[config.mk]
export PLATFORM = sky130hd
export DESIGN_NAME = fetch_pc_unit
export DESIGN_NICKNAME = d
export VERILOG_FILES = /design/src/rtl/mips_pipe_pkg.sv /design/src/rtl/bht_btb_table.sv /design/src/rtl/fetch_pc_unit.sv
export SDC_FILE = /design/constraint.sdc
export NUM_CORES = 1
export LEC_CHECK = 0
export CORE_ASPECT_RATIO = 0.6
export CORE_MARGIN = 2
export CORE_UTILIZATION = 30
export CTS_BUF_LIST = sky130_fd_sc_hd__clkbuf_8 sky130_fd_sc_hd__clkbuf_16
export CTS_CLUSTER_DIAMETER = 50
export DETAILED_ROUTE_END_ITERATION = 6
export PLACE_DENSITY = 0.78
export SETUP_SLACK_MARGIN = 0.05
export SYNTH_ARGS = -nofsm -noshare
export SYNTH_HDL_FRONTEND = slang
export SYNTH_HIERARCHICAL = 1
export SYNTH_SLANG_ARGS = --single-unit
[constraint.sdc]
create_clock -name clk -period 1.9 [get_ports clk]
set_input_delay 0.285 -clock clk [delete_from_list [all_inputs] [get_ports clk]]
set_output_delay 0.285 -clock clk [all_outputs]
set_load 0.1 [all_outputs]
[src/rtl/mips_pipe_pkg.sv]
// Shared fetch-pipe types: PC width, reset PC, BHT counter encodings and the BTB entry layout.
package mips_pipe_pkg;
  localparam int PC_W = 32;
  localparam int TAG_W = PC_W - 2;
  localparam logic [PC_W-1:0] RESET_PC_DEF = 32'h0000_0000;

  typedef enum logic [1:0] {
    SNT = 2'b00,
    WNT = 2'b01,
    WT  = 2'b10,
    ST  = 2'b11
  } bht_cnt_e;

  // Tag field is sized for the smallest index width; narrower tags are zero-extended.
  typedef struct packed {
    logic             valid;
    logic [TAG_W-1:0] tag;
    logic [PC_W-1:0]  target;
  } btb_entry_t;

  function automatic bht_cnt_e bht_next(input bht_cnt_e cnt, input logic taken);
    bht_cnt_e nxt;
    nxt = cnt;
    case (cnt)
      SNT: nxt = taken ? WNT : SNT;
      WNT: nxt = taken ? WT  : SNT;
      WT:  nxt = taken ? ST  : WNT;
      ST:  nxt = taken ? ST  : WT;
      default: nxt = WNT;
    endcase
    return nxt;
  endfunction

  function automatic logic [PC_W-1:0] align_pc(input logic [PC_W-1:0] addr);
    return {addr[PC_W-1:2], 2'b00};
  endfunction
endpackage

[src/rtl/bht_btb_table.sv]
// Direct-mapped BHT (2-bit saturating counters) plus BTB: combinational read, synchronous write.
module bht_btb_table
  import mips_pipe_pkg::*;
#(
  parameter int IDX_W = 6
) (
  input  logic            clk,
  input  logic            rst,
  input  logic [PC_W-1:0] rd_pc,
  input  logic            wr_en,
  input  logic [PC_W-1:0] wr_pc,
  input  logic            wr_taken,
  input  logic [PC_W-1:0] wr_target,
  output logic            rd_pred,
  output logic [PC_W-1:0] rd_target
);
  localparam int DEPTH = 1 << IDX_W;

  bht_cnt_e   bht [DEPTH];
  btb_entry_t btb [DEPTH];

  logic [IDX_W-1:0] rd_idx;
  logic [IDX_W-1:0] wr_idx;
  logic [TAG_W-1:0] rd_tag;
  logic [TAG_W-1:0] wr_tag;
  logic             rd_hit;
  logic             unused_low;

  assign rd_idx = rd_pc[IDX_W+1:2];
  assign wr_idx = wr_pc[IDX_W+1:2];
  assign rd_tag = TAG_W'(rd_pc >> (IDX_W + 2));
  assign wr_tag = TAG_W'(wr_pc >> (IDX_W + 2));
  assign unused_low = ^{rd_pc[1:0], wr_pc[1:0]};

  // Reads see the pre-write contents; a same-index update shows up next cycle.
  assign rd_hit    = btb[rd_idx].valid && (btb[rd_idx].tag == rd_tag);
  assign rd_pred   = rd_hit && bht[rd_idx][1];
  assign rd_target = rd_hit ? btb[rd_idx].target : '0;

  always_ff @(posedge clk) begin
    if (rst) begin
      for (int i = 0; i < DEPTH; i++) begin
        bht[i] <= WNT;
        btb[i] <= '0;
      end
    end else if (wr_en) begin
      bht[wr_idx] <= bht_next(bht[wr_idx], wr_taken);
      // Not-taken outcomes only weaken the counter; the BTB entry is kept.
      if (wr_taken) begin
        btb[wr_idx] <= '{valid: 1'b1, tag: wr_tag, target: wr_target};
      end
    end
  end
endmodule

[src/rtl/fetch_pc_unit.sv]
// Fetch PC register, mispredict detection and next-PC mux.
// FETCH_DYN_PRED_EN builds the BHT/BTB predictor; otherwise fetch is static not-taken.
module fetch_pc_unit
  import mips_pipe_pkg::*;
#(
  parameter int              IDX_W    = 6,
  parameter logic [PC_W-1:0] RESET_PC = RESET_PC_DEF
) (
  input  logic            clk,
  input  logic            rst,
  input  logic            stall_fetch_hz_i,
  input  logic            jump_iss_ex_hz_i,
  input  logic [PC_W-1:0] jump_target_iss_i,
  input  logic            upd_valid_ex_i,
  input  logic [PC_W-1:0] upd_pc_ex_i,
  input  logic            upd_taken_ex_i,
  input  logic [PC_W-1:0] upd_target_ex_i,
  input  logic            upd_pred_ex_i,
  input  logic [PC_W-1:0] upd_pred_target_ex_i,
  output logic [PC_W-1:0] pc_o,
  output logic [PC_W-1:0] pc_plus4_o,
  output logic            brn_pred_o,
  output logic [PC_W-1:0] pred_target_o,
  output logic            redirect_o
);
  logic [PC_W-1:0] pc_q;
  logic [PC_W-1:0] pc_next;
  logic [PC_W-1:0] upd_tgt_al;
  logic [PC_W-1:0] upd_fall;
  logic            mispredict;

  assign upd_tgt_al = align_pc(upd_target_ex_i);
  assign upd_fall   = align_pc(upd_pc_ex_i) + 32'd4;

`ifdef FETCH_DYN_PRED_EN
  logic unused_low;
  assign unused_low = ^{jump_target_iss_i[1:0], upd_target_ex_i[1:0],
                        upd_pred_target_ex_i[1:0], upd_pc_ex_i[1:0]};

  assign mispredict = upd_valid_ex_i &
                      ((upd_taken_ex_i != upd_pred_ex_i) |
                       (upd_taken_ex_i & upd_pred_ex_i &
                        (upd_tgt_al != align_pc(upd_pred_target_ex_i))));

  bht_btb_table #(.IDX_W(IDX_W)) u_table (
    .clk       (clk),
    .rst       (rst),
    .rd_pc     (pc_q),
    .wr_en     (upd_valid_ex_i),
    .wr_pc     (upd_pc_ex_i),
    .wr_taken  (upd_taken_ex_i),
    .wr_target (upd_tgt_al),
    .rd_pred   (brn_pred_o),
    .rd_target (pred_target_o)
  );
`else
  logic unused_static;
  assign unused_static = ^{upd_pred_ex_i, upd_pred_target_ex_i, jump_target_iss_i[1:0],
                           upd_target_ex_i[1:0], upd_pc_ex_i[1:0]};

  // Every branch is fetched as not-taken, so any taken resolution is a redirect.
  assign mispredict    = upd_valid_ex_i & upd_taken_ex_i;
  assign brn_pred_o    = 1'b0;
  assign pred_target_o = '0;
`endif

  assign pc_o       = pc_q;
  assign pc_plus4_o = pc_q + 32'd4;
  assign redirect_o = mispredict;

  // Mispredict outranks the issue-stage jump, which sits on the wrong path.
  always_comb begin
    pc_next = pc_plus4_o;
    if (mispredict) begin
      pc_next = upd_taken_ex_i ? upd_tgt_al : upd_fall;
    end else if (jump_iss_ex_hz_i) begin
      pc_next = align_pc(jump_target_iss_i);
    end else if (stall_fetch_hz_i) begin
      pc_next = pc_q;
    end else if (brn_pred_o) begin
      pc_next = pred_target_o;
    end
  end

  always_ff @(posedge clk) begin
    if (rst) begin
      pc_q <= align_pc(RESET_PC);
    end else begin
      pc_q <= pc_next;
    end
  end
endmodule

# Yosys cells after proc, flatten, opt, wreduce, memory -nomap -nowiden
# Index checks and enable logic that the tools add are counted.
# classes
bitwise_logic	1
n_addsub	2
eq_ne	1
mux	4
# op_table
op	n
two-way mux 32 bit	4
adder 32 x 3 -> 32 bit, second input constant	2
inequality test 3 x 1 -> 1 bit, second input constant	1
bitwise AND 1 bit	1
# totals
input_bits	135
elab_cells	9
register_bits	32

# Depth between registers and ports, before layout
# Gate-level depths: netlist of run 1.
# logic_depth
depth_word	4
mapped_depth	8
depth_no_buf	6

# Least setup slack after synthesis of run 1
# Ideal clock, no wire load.
# synth_path
kind	register to output
start	reg pc_q[2] (netlist: pc_o[2])
end	out pc_plus4_o[18]
slack_ns	-2.276
stages_incl_launch_ff	6
t_arrival_ns	3.891
n_path_buf	0
path_cell_list	dfxtp_1 -> ha_1 -> nand3_1 -> nor4_1 -> nand4_1 -> xnor2_1
# synth_via
elab_chain_cells	1
# synth_rtl
element	line_no	source
start, declared	fetch_pc_unit.sv:26	logic [PC_W-1:0] pc_q;
start signal, assigned	fetch_pc_unit.sv:87	pc_q <= align_pc(RESET_PC);
start signal, assigned	fetch_pc_unit.sv:89	pc_q <= pc_next;
adder 32 x 3 -> 32 bit	fetch_pc_unit.sv:68	assign pc_plus4_o = pc_q + 32'd4;
end, declared	fetch_pc_unit.sv:21	output logic [PC_W-1:0] pc_plus4_o,
# No other way between the ends.

# Worst setup path after layout of run 1
# layout_path
start	reg pc_q[2] (netlist: pc_o[2])
end	out pc_plus4_o[12]
# Same word-level chain as after synthesis.

==> results of run 1 <==
-- timing repair --
action	4_1_cts	5_1_grt
setup buffers	27	12
endpoints found under the setup margin	35	44
pin swaps	31	31
endpoints found under the hold margin	0	0
hold buffers	0	0
gates resized for setup	58	33
-- area by class of cell --
cell class | instances | share of cell area (%)
inverters | 10 | 0.572
clock inverters | 2 | 0.134
multi-input cells | 328 | 43.3
repair buffers | 253 | 40.9
flip-flops and latches | 30 | 10.5
clock buffers | 6 | 2.12
well taps | 130 | 2.48
-- power groups by stage --
stage	Clock (mW)	Combinational, mW	Sequential, mW
floorplan	0	1.14	1.18
global placement	0	2.24	0.738
detailed placement	0	2.26	0.741
CTS	0.807	2.30	0.728
finish	0.799	2.34	0.728
global route	0.829	2.42	0.734
-- per-stage QoR --
stage | total power, mW | hold slack (ps) | std cells
detailed placement | 3.00 | 650 | 722
global route | 3.98 | 580 | 759
floorplan | 2.32 | 411 | 429
global placement | 2.98 | 639 | 722
CTS | 3.83 | 554 | 754
finish | 3.87 | 552 | 759
-- kinds of logic after synthesis --
| group | after synthesis | synth area share (%) |
|---|---|---|
| and+or+nand+nor | 153 | 30.2 |
| AOI/OAI and AO/OA | 98 | 21.2 |
| buffers and inverters | 71 | 14.4 |
| xor gates and xnor gates | 32 | 9.87 |
| DFF | 30 | 21.2 |
| muxes | 7 | 2.51 |
| adders and majority gates | 1 | 0.441 |
| other | 1 | 0.132 |
-- tightest hold or removal path: cells and delay by family --
| kind | cells | cell delay (ps) |
|---|---|---|
| buffers and inverters | 1 | 400 |
| AND/OR/NAND/NOR | 1 | 60 |
| AO/OA/AOI/OAI | 1 | 50 |
-- placed cells by master (no fill, tap or decap), types with 4 or more instances in the layout --
master,netlist,final
nor3_1,9,5
dfxtp_4,0,22
clkdlybuf4s50_1,0,65
nor4_1,8,4
nand4_1,9,9
xor2_4,0,6
nand3_1,19,12
a221oi_1,5,5
and3_1,6,4
a21oi_1,29,27
clkbuf_16,0,5
nand2_1,47,40
xnor2_4,0,17
buf_6,0,23
buf_4,37,122
a31oi_1,7,7
mux2i_1,6,6
or4_4,0,4
nor4_4,1,5
o211ai_1,10,10
conb_1,1,37
nand3b_1,7,7
xnor2_1,23,4
o21ai_1,1,4
dfxtp_2,0,6
inv_1,10,11
buf_12,0,42
nand3_4,0,7
o21ai_0,28,23
nor2_1,18,16
-- routing by layer --
layer	vias to the layer above	wire length [um]	track usage (%)
met5	-	0	0
li1	1828	-	-
met4	0	157	6.99
met1	1879	5900	36.3
met2	238	6300	39.4
met3	17	1330	6.00
-- path summary, 6_finish.rpt --
| kind | start | endpoint | cells after the start |
|---|---|---|---|
| min | upd_target_ex_i[3] | pc_o[3] | 3 |
| min reg2reg | pc_o[31] | pc_o[31] | 2 |
| max reg2reg | pc_o[14] | pc_o[21] | 7 |
| max | pc_o[2] | pc_plus4_o[12] | 7 |
==> summary.txt, run 1 <==
Logic synthesis
  • Synth cell types: 53
  • Area leader, netlist: dfxtp_1
  • Post-synth EDFFs: 0
  • Synth top area share: 21.2%
  • Async SR Flop Fraction: 0%
  • Ys flop type: dfxtp_1
  • Synth warn: 6
  • Most common library cells after synthesis: nand2_1, buf_4, dfxtp_1
  • Count leader, synth: nand2_1
  • Seq cells post-synth: 30
  • Top post-synthesis cells by area: dfxtp_1, buf_4, xnor2_1, nand2_1, a21oi_1
  • Cells after Synth: between 300 and 400
  • Synth Cell Area: between 2000 and 3000 sq um
  • Register area share after synthesis: 21.2%
  • Avg Cell Area, Syn: roughly 7.2 sq um

Layout
  • Layout cells sized above 1: 48.8%
  • Max FFs per register: 30
  • Register area: 691 sq um
  • Layout net count: around 760
  • Area of the multi-input gates: between 2000 and 3000 sq um
  • Fillcell total: 636
  • Final core utilization: between 70% and 80%
  • Design Area, Final: 6560 sq um
  • Number of diodes: 0
  • Area Overhead vs Synth: 131%

Detailed routing
  • DR iter-0 viols: 269
  • Routed WL: approximately 14 mm
  • Vias: 3962
  • Routed Antenna Nets: 0
  • Post-route DRC violation count: 0
  • Vias/cell: 5.22
  • Wire per inst: roughly 18 um
  • Drt first pass iters: 5

Clocking
  • TritonCTS clock tree: built
  • Worst-Skew Late Latency: ~270 ps
  • Clk slew on worst S/H paths: around 50 ps
  • Root buffer cell: clkbuf_16
  • # clock sinks: 30
  • H-tree Lvls: 2
  • CTS max path bufs: 2
  • Inserted Clock Buffers: 5

Critical path
  • CP endpoint kind: output pin
  • Critical path startpoint category: register
  • Critical path class: reg -> out
  • Worst-path fanout max: 3
  • Critical path cell sequence: buf_4 -> ha_4 -> nand3_4 -> buf_6 -> or4_4 -> xnor2_4 -> buf_12
  • Worst EP arrival: 2050 ps
  • Critical Path Max Stage Delay: 470 ps
  • Delay-heaviest family, CP: simple AND/OR/NAND/NOR gates
  • CP required: roughly 1600 ps
  • R2R setup slack: -230 ps
  • Slowest CP cell: or4_4
  • WP buf/inv: 3

Timing
  • Highest clock rate: 0.429 GHz
  • Final number of hold-violating endpoints: 0
  • Setup ws final: -431 ps
  • Post-route minimum period: 2330 ps
  • Final Setup Violations: 36
  • RSZ-0062 raised after global routing: true
  • Slew Viols, Final: 0
  • Tcrit/Tclk final: 123%
  • Worst Skew: 4.15 ps
  • Total Negative Setup Slacks: -8510 ps

Floorplan
  • Starting Density: 30.9%
  • Core Rows: 27
  • Die Area: approximately 10000 sq um
  • Num ports: 233
  • Width of the die: 130 um
  • Core ar.: a little over 9000 sq um
  • Die H: 79.4 um

Placed design
  • Port Buffers: 126
  • DP Area: 5770 sq um
  • Pre-CTS setup slack: -221 ps
  • Placer congestion estimate: 0.962
  • DPL Wire Length: slightly above 10 mm

Global route
  • First-pass GRT wire length: 20.5 mm
  • Vias in the first global route: 3868
  • GRT Overall Usage: 25.8%
  • Grt total ovfl: 0
  • Initial antenna violation count: 0
  • Pin count of the biggest net entering global routing: 36

Run status
  • Failing checks: negative setup slack
  • Status: complete, but fails checks

Run
  • Max Cap Violations: 0

Power and ir drop
  • Logic pwr share: ~60%
  • Clk pwr share: 20.6%
  • Power Internal: 1.95 mW
  • Peak VDD IR: 0.444 mV
  • NetSw: 1.92 mW
  • Seq pwr share: 18.8%
  • Sw frac: 49.7%
  • PD cells: 590 nW/um^2
  • Leak: ~2.8 nW

Worst hold path
  • Worst Hold Class: in -> reg
Note: power is estimated with default switching activity, not from simulation.
==> inputs of run 2 (changes only) <==
- SETUP_SLACK_MARGIN: 0.05 -> 0.2
==> summary.txt, run 2 (synthesized netlist as in run 1, its figures left out) <==
Layout
  • Max FFs per register: 30 (unchanged)
  • Commonest cells after routing, fill and taps aside: buf_4, clkdlybuf4s50_1, buf_12
  • Layout net count: 773 (+1.2%)
  • Area Overhead vs Synth: 135%
  • Fillcell total: 645 (+1.4%)
  • Fin cells: 768 (+1.2%)
  • Most common library cell in the layout ignoring fill and taps: buf_4
  • Final core utilization: 72.6% (+1.3 points)
  • Layout cells sized above 1: 50.3% (+1.5 points)
  • Number of diodes: 0 (unchanged)

Detailed routing
  • Routed Antenna Nets: 0 (unchanged)
  • DR iter-0 viols: 321 (+19%)
  • Wire per inst: 18.2 um (+1.1%)
  • Drt first pass iters: 5 (unchanged)
  • Vias: 4013 (+1.3%)
  • Routed WL: 14.0 mm (+2.3%)
  • Vias/cell: 5.23 (+0.10%)
  • Post-route DRC violation count: 0 (unchanged)

Run
  • Max Cap Violations: 0 (unchanged)

Global route
  • First-pass GRT wire length: 20.5 mm (about the same)
  • Pin count of the biggest net entering global routing: 36 (unchanged)
  • Met1 usage: 35.9% (-0.38 points)
  • Grt total ovfl: 0 (unchanged)
  • Vias in the first global route: 3951 (+2.1%)
  • Met3 usage: 4.31% (-1.7 points)
  • Initial antenna violation count: 0 (unchanged)
  • GRT Overall Usage: 25.7% (-0.080 points)
  • M2 GR Usage: 40.6% (+1.2 points)
  • Top Usage Layer GRT: met2

Placed design
  • Port Buffers: 126 (unchanged)
  • Pre-CTS setup slack: -229 ps (-8.10 ps)
  • Placed cells: 734 (+1.7%)
  • Placer congestion estimate: 0.908 (-5.6%)
  • DPL Wire Length: 9.97 mm (-1.7%)

Timing
  • Slew Viols, Final: 0 (unchanged)
  • RSZ-0062 raised after global routing: true
  • Setup ws final: -515 ps (-84.2 ps)
  • Post-route minimum period: 2420 ps (+84.2 ps)
  • Final number of hold-violating endpoints: 0 (unchanged)
  • Final Setup Violations: 34 (-5.6%)
  • Slew @ Worst Pin: ~530 ps
  • Worst Skew: 7.90 ps (+3.75 ps)
  • Tcrit/Tclk final: 127% (+4.4 points)
  • Slew margin rel.: 64.4%
  • Total Negative Setup Slacks: -10300 ps (-1790 ps)
  • Highest clock rate: 0.414 GHz (-3.5%)

Floorplan
  • Core ar.: 9190 sq um (unchanged)
  • Num ports: 233 (unchanged)
  • Starting Density: 30.9% (unchanged)
  • Die H: 79.4 um (unchanged)
  • Width of the die: 130 um (unchanged)
  • Core Rows: 27 (unchanged)
  • Die Area: 10300 sq um (unchanged)

Critical path
  • Slowest CP cell: dfxtp_4
  • Critical path startpoint category: register
  • Critical Path Max Stage Delay: 360 ps (-110 ps)
  • Critical path cell sequence: nand4_4 -> buf_12 -> nor4_4 -> buf_4 -> buf_6 -> nand4_1 -> buf_6 -> xnor2_4 -> buf_12
  • CP endpoint kind: output pin
  • CP required: 1620 ps (about the same)
  • Critical path class: reg -> out
  • Worst EP arrival: 2130 ps (+80 ps)
  • Worst-path fanout max: 3 (unchanged)

Clocking
  • TritonCTS clock tree: built
  • H-tree Lvls: 2 (unchanged)
  • Worst-Skew Late Latency: 280 ps (about the same)
  • Root buffer cell: clkbuf_16
  • # clock sinks: 30 (unchanged)
  • Inserted Clock Buffers: 5 (unchanged)
  • Clk slew on worst S/H paths: 60 ps (about the same)
  • CTS max path bufs: 2 (unchanged)

Power and ir drop
  • PD cells: 586 nW/um^2 (-0.74%)
  • Peak VDD IR: 0.411 mV (-7.4%)
  • Total power: 3.91 mW (+1.0%)
  • Leak: 2.91 nW (+3.4%)

Run status
  • Failing checks: negative setup slack
  • Status: complete, but fails checks

Worst hold path
  • Worst Hold Class: in -> reg
run 2: cell count changes in the layout (fill, tap and decap cells not counted), moves of 3 or more:
cell / previous run / this run
buf_6: 23 / 29
a21oi_1: 27 / 23
buf_4: 122 / 128
a21oi_2: 2 / 5
clkdlybuf4s50_1: 65 / 61
dlymetal6s2s_1: 0 / 4
run 2: final cells by class:
class	instances	area, sq um	share of cell area, %
clock buffers	6	139	2.08
inverters	10	40.0	0.600
clock inverters	2	7.51	0.112
multi-input cells	328	2890	43.2
repair buffers	262	2750	41.2
flip-flops and latches	30	691	10.3
well taps	130	163	2.44
run 2: power breakdown:
part	internal [mW]	total (mW)	leakage [nW]	switching [mW]
clock network	0.512	0.824	0.0719	0.312
logic	0.761	2.36	2.57	1.60
registers	0.681	0.731	0.264	0.0506
run 2: per-layer routing:
| layer | vias to the layer above | share of wire (%) |
|---|---|---|
| met5 | - | 0 |
| met4 | 0 | 1.8 |
| met3 | 24 | 8.1 |
| met2 | 226 | 47 |
| met1 | 1927 | 43 |
| li1 | 1836 | - |
run 2: metrics by stage:
| step | hold slack (ps) | cell area [sq um] |
|---|---|---|
| after floorplan | 411 | 3660 |
| after global placement | 649 | 5870 |
| after global routing | 589 | 6680 |
| after detailed placement | 674 | 5870 |
| final | 556 | 6680 |
| after CTS | 546 | 6390 |
run 2: repair_timing:
action / 4_1_cts / 5_1_grt
gates cloned: 0 / 0
hold buffers: 0 / 0
setup endpoints to repair: 49 / 57
resized for setup: 48 / 50
setup buffers: 19 / 7
pin swaps: 40 / 24
run 2: critical path, delay by kind of cell (launching register included):
family | cells | cell delay, ps
XOR/XNOR | 1 | 140
AND/OR/NAND/NOR | 3 | 520
flip-flops | 1 | 360
buffers and inverters | 5 | 810
run 2: path summary, 6_finish.rpt:
kind / from / slack (ps) / endpoint / depth (start not counted)
worst max-delay path: pc_o[4] / -520 / pc_plus4_o[29] / 9
worst min-delay path: upd_target_ex_i[11] / 560 / pc_o[11] / 3
worst max register to register: pc_o[4] / -190 / pc_o[21] / 8
worst min register to register: pc_o[28] / 680 / pc_o[28] / 3
